[config.mk]
export PLATFORM = sky130hd
export DESIGN_NAME = busca_instrucao
export DESIGN_NICKNAME = d
export VERILOG_FILES = /design/src/rtl/busca_instrucao.sv
export SDC_FILE = /design/constraint.sdc
export NUM_CORES = 1
export LEC_CHECK = 0
export CAP_MARGIN = 20
export CORE_ASPECT_RATIO = 0.6
export CORE_UTILIZATION = 30
export CTS_CLUSTER_SIZE = 10
export DETAILED_ROUTE_END_ITERATION = 8
export DONT_BUFFER_PORTS = 1
export GPL_TIMING_DRIVEN = 0
export PLACE_DENSITY = 0.49
export SLEW_MARGIN = 30
export SYNTH_ARGS = -nofsm -noshare
export SYNTH_HDL_FRONTEND = slang
export SYNTH_SLANG_ARGS = --single-unit
[constraint.sdc]
create_clock -name clk -period 1.9 [get_ports clk]
set_clock_uncertainty 0.05 [all_clocks]
set_input_delay 0.285 -clock clk [delete_from_list [all_inputs] [get_ports clk]]
set_output_delay 0.285 -clock clk [all_outputs]
set_load 0.01 [all_outputs]
[src/rtl/busca_instrucao.sv]
// Instruction fetch stage: drives the instruction-memory request, tracks PC and taken branches,
// and loads the IF/ID register. A word that arrives during a stall is parked in a buffer.
module busca_instrucao #(
  parameter logic [31:0] PC_INICIAL = 32'h0000_0000
) (
  input  logic        clk,
  input  logic        reset,
  input  logic        stall,
  input  logic        flush,
  input  logic        desvio,
  input  logic [31:0] endereco_desvio,
  output logic        mem_req,
  output logic [31:0] mem_endereco,
  input  logic        mem_pronto,
  input  logic [31:0] mem_dado,
  output logic [31:0] pc_4,
  output logic [31:0] instrucao,
  output logic [15:0] imediato,
  output logic        valido
);

  typedef enum logic {BUSCA = 1'b0, PENDENTE = 1'b1} estado_t;

  estado_t     estado;
  logic [31:0] pc;
  logic [31:0] buf_pc_4;
  logic [31:0] buf_instrucao;
  logic        desvio_pend;
  logic [31:0] alvo_pend;

  logic        desvio_ativo;
  logic [31:0] alvo;
  logic [31:0] pc_mais_4;

  // A branch seen this cycle takes priority over an older pending one.
  assign desvio_ativo = desvio || desvio_pend;
  assign alvo         = desvio ? {endereco_desvio[31:2], 2'b00} : alvo_pend;
  assign pc_mais_4    = pc + 32'd4;

  assign mem_req      = (estado == BUSCA) && !reset;
  assign mem_endereco = pc;
  assign imediato     = instrucao[15:0];

  always_ff @(posedge clk) begin
    if (reset) begin
      estado        <= BUSCA;
      pc            <= {PC_INICIAL[31:2], 2'b00};
      buf_pc_4      <= 32'h0;
      buf_instrucao <= 32'h0;
      desvio_pend   <= 1'b0;
      alvo_pend     <= 32'h0;
      pc_4          <= 32'h0;
      instrucao     <= 32'h0;
      valido        <= 1'b0;
    end else begin
      case (estado)
        BUSCA: begin
          if (mem_pronto) begin
            if (desvio_ativo) begin
              // Returned word belongs to the wrong path: discard and redirect.
              pc          <= alvo;
              desvio_pend <= 1'b0;
              if (!stall) begin
                valido    <= 1'b0;
                instrucao <= 32'h0;
              end
            end else if (stall) begin
              buf_pc_4      <= pc_mais_4;
              buf_instrucao <= mem_dado;
              estado        <= PENDENTE;
            end else begin
              pc_4      <= pc_mais_4;
              instrucao <= mem_dado;
              valido    <= 1'b1;
              pc        <= pc_mais_4;
            end
          end else begin
            if (desvio) begin
              desvio_pend <= 1'b1;
              alvo_pend   <= alvo;
            end
            if (!stall) begin
              valido    <= 1'b0;
              instrucao <= 32'h0;
            end
          end
        end
        PENDENTE: begin
          if (desvio) begin
            pc          <= alvo;
            desvio_pend <= 1'b0;
            estado      <= BUSCA;
            if (!stall) begin
              valido    <= 1'b0;
              instrucao <= 32'h0;
            end
          end else if (!stall) begin
            pc_4      <= buf_pc_4;
            instrucao <= buf_instrucao;
            valido    <= 1'b1;
            pc        <= pc_mais_4;
            estado    <= BUSCA;
          end
        end
        default: estado <= BUSCA;
      endcase
      // Flush wins over stall and over any load above.
      if (flush) begin
        valido    <= 1'b0;
        instrucao <= 32'h0;
      end
    end
  end

endmodule
==> results.cfg <==
[cts]
max-clock-path-buffers = 2
clkLatencyLatePin_ps = 460
numCtsBuffers = 17
clk_pin_slew_worst_paths_ps = 80
clock-root-buffer = clkbuf_16
htree_levels = 4
cts_tree = done
clkSinkCount = 195

[sta]
slew_headroom_pct = 40.3
finalHoldViolCount = 0
hold_ws_ps = 52.9
tns_ps = -1000
finalMaxSlewViolations = 0
setup_ws_ps = -179
fmax_mhz = 481
tightest_slew_ps = 895
setup_violations = 16
grt_setup_unrepaired = yes
timing.final.crit_share_pct = 109
fin_crit_ps = 2080

[worst_setup_path]
start_kind = flop
slowest_delay_ps = 590
critPathMaxFanout = 7
crit_slowest_cell = a222oi_1
endpoint_kind = flop
reg2reg_slack_ps = -180
worstPathRequired_ps = 2150
crit_chain = nor3b_4 -> buf_4 -> buf_6 -> buf_4 -> a22o_1 -> a222oi_1 -> o22ai_1
crit_type = flop to flop
cpMostUsedCell = buf_4
timing.critical_path.buf_inv = 3
critPathTopFamily = compound AO/OA/AOI/OAI gates
arrival_ps = 2320

[grt]
grt_pass1_vias = 8247
grt.met3_usage_pct = 8.80
track_usage_pct = 23.9
grt_busiest_layer = met1
grt_overflow = 0
grt_first_pass_wirelength_microns = 54000
met1_usage_pct = 35.9
grtUsageMet2_pct = 31.4
antenna_found_initial = 1
grt_max_degree = 17

[routing]
ant_nets = 0
drc = 0
drtPass1Iterations = 7
viasPerCell = 5.51
wirelength_microns = 37600
wl_per_cell_microns = 22.7
num_vias = 9116
drt_iter0_markers = 816

[place]
dp.cells = 1511
hpwl_microns = 26900
pre_cts_ws_ps = -795
dpl_cell_area_sq_um = 9600
gp_congestion = 0.878
port_buffers = 0

[floorplanning]
initial_core_util_pct = 31.0
coreArea_sq_um = 29200
die_h_microns = 137
dieArea_sq_um = 30900
io_pins = 184
core.rowCount = 48
die_w_microns = 226

[cells_and_area]
fillers = 2954
layout_common_cells = 173 x nand2_1, 170 x dfxtp_1, 112 x a21oi_1
regArea_sq_um = 3970
antenna_cells = 0
drive_above_1_share_pct = 23.0
fin_area_sq_um = 12100
stdcell_count = 1654
finalNetCount = 1312
layout_commonest_cell = nand2_1
areaGrowthSynthToFinish_pct = 33.3
multiInputGateArea_sq_um = 5200

[power]
power.density_nw_per_um2 = 779
ir_drop_mv = 0.561
leakagePower_nw = 4.36

[hold_path]
hold_class = input port to flop

[logic_synthesis]
synth_ff_type = dfxtp_1
netlist_area_sq_um = 9060
async_reset_ff_share_pct = 0
yosysTopAreaCellShare_pct = 43.1
yosys.area.top_type = dfxtp_1
ys_seq_area_share_pct = 43.1
syn_inst = 1111
yosys.cell_types.count = 64
synth_area_per_cell_sq_um = 8.16
yosys_warnings = 0
ys_ff_latch = 195
synth-edff-count = 0
synth_area_leaders = dfxtp_1 43%, nand2_1 7.4%, a21oi_1 6.4%
synth_nets = 1182

[run]
max_cap_viol_count = 0

[outcome]
status = finished with violations
violations = negative setup slack
-- cell usage after synthesis (all sizes together) (19+ instances only) --
cell and n:
o21ai 29, dfxtp 195, a21oi 115, nand2 178
nand3 21, o22ai 23, and3 19, a22oi 39
buf 47, a22o 35, a211oi 39, nor2 108
clkbuf 71
-- repair_timing --
action                                  in CTS  in global routing
setup buffers                               40                 12
resized for setup                          163                105
gates cloned                                 1                  0
hold buffers                                62                  0
pin swaps                                   26                 45
endpoints found under the setup margin     163                138
hold endpoints to repair                    66                  0
-- stage by stage --
step	total power [mW]	util (%)
6_report	9.42	41.4
5_1_grt	9.78	41.4
4_1_cts	9.40	39.8
3_5_place_dp	5.59	32.9
3_3_place_gp	5.58	32.9
2_1_floorplan	5.19	-
-- sequential cells by signal, indices dropped and copies added, names as in the netlist, named ones only --
register,cells
desvio_pend,1
alvo_pend,32
pc_4,32
mem_endereco,32
buf_instrucao,32
instrucao,32
buf_pc_4,32
estado,1
-- final cells by class --
cell class / instances / share of cell area, %
Multi-Input combinational cell: 787 / 43.1
Sequential cell: 195 / 32.8
Timing Repair Buffer: 116 / 8.82
Buffer: 113 / 6.14
Tap cell: 400 / 4.14
Clock buffer: 22 / 4.02
Clock inverter: 10 / 0.621
Inverter: 11 / 0.352
-- report_power, final --
part / switching (mW) / leakage, nW / internal [mW]
combinational: 0.813 / 2.50 / 0.545
sequential: 0.237 / 1.60 / 4.25
clock: 1.74 / 0.252 / 1.83
-- layer usage --
metal  share of wire (%)  vias up  wire length, microns
li1                    -     4231                     -
met1                  49     4476                 18300
met2                  40      368                 14900
met3                  10       41                  3870
met4                 1.4        0                   524
met5                   0        -                     0
-- final timing paths --
path,endpoint,cells after the start,startpoint
min reg2reg,buf_instrucao[18]$_SDFFE_PP0P_,2,buf_instrucao[18]$_SDFFE_PP0P_
max reg2reg,mem_endereco[27]$_SDFFE_PP0N_,7,desvio_pend$_SDFFE_PP0P_
max,mem_endereco[27]$_SDFFE_PP0N_,7,desvio_pend$_SDFFE_PP0P_
min,instrucao[24]$_SDFFE_PP0P_,3,mem_dado[24]
-- worst register-to-register path: stages, from the launching register on --
cell	delay, ps
dfxtp_4	380
nor3b_4	160
buf_4	150
buf_6	120
buf_4	130
a22o_1	180
a222oi_1	590
o22ai_1	150
-- cell families (layout without fill, tap and decap cells) --
group                    count (synthesis)  in the layout  synth area share, %
AND/OR/NAND/NOR                        400            400                 20.7
adder cells (fa/ha/maj)                  1              1                0.138
XOR/XNOR                                32             32                 3.09
flip-flops                             195            195                 43.1
AO/OA/AOI/OAI                          342            342                 25.2
buffers and inverters                  129            272                 6.46
multiplexers                            12             12                 1.35
Note: power is estimated with default switching activity, not from simulation.
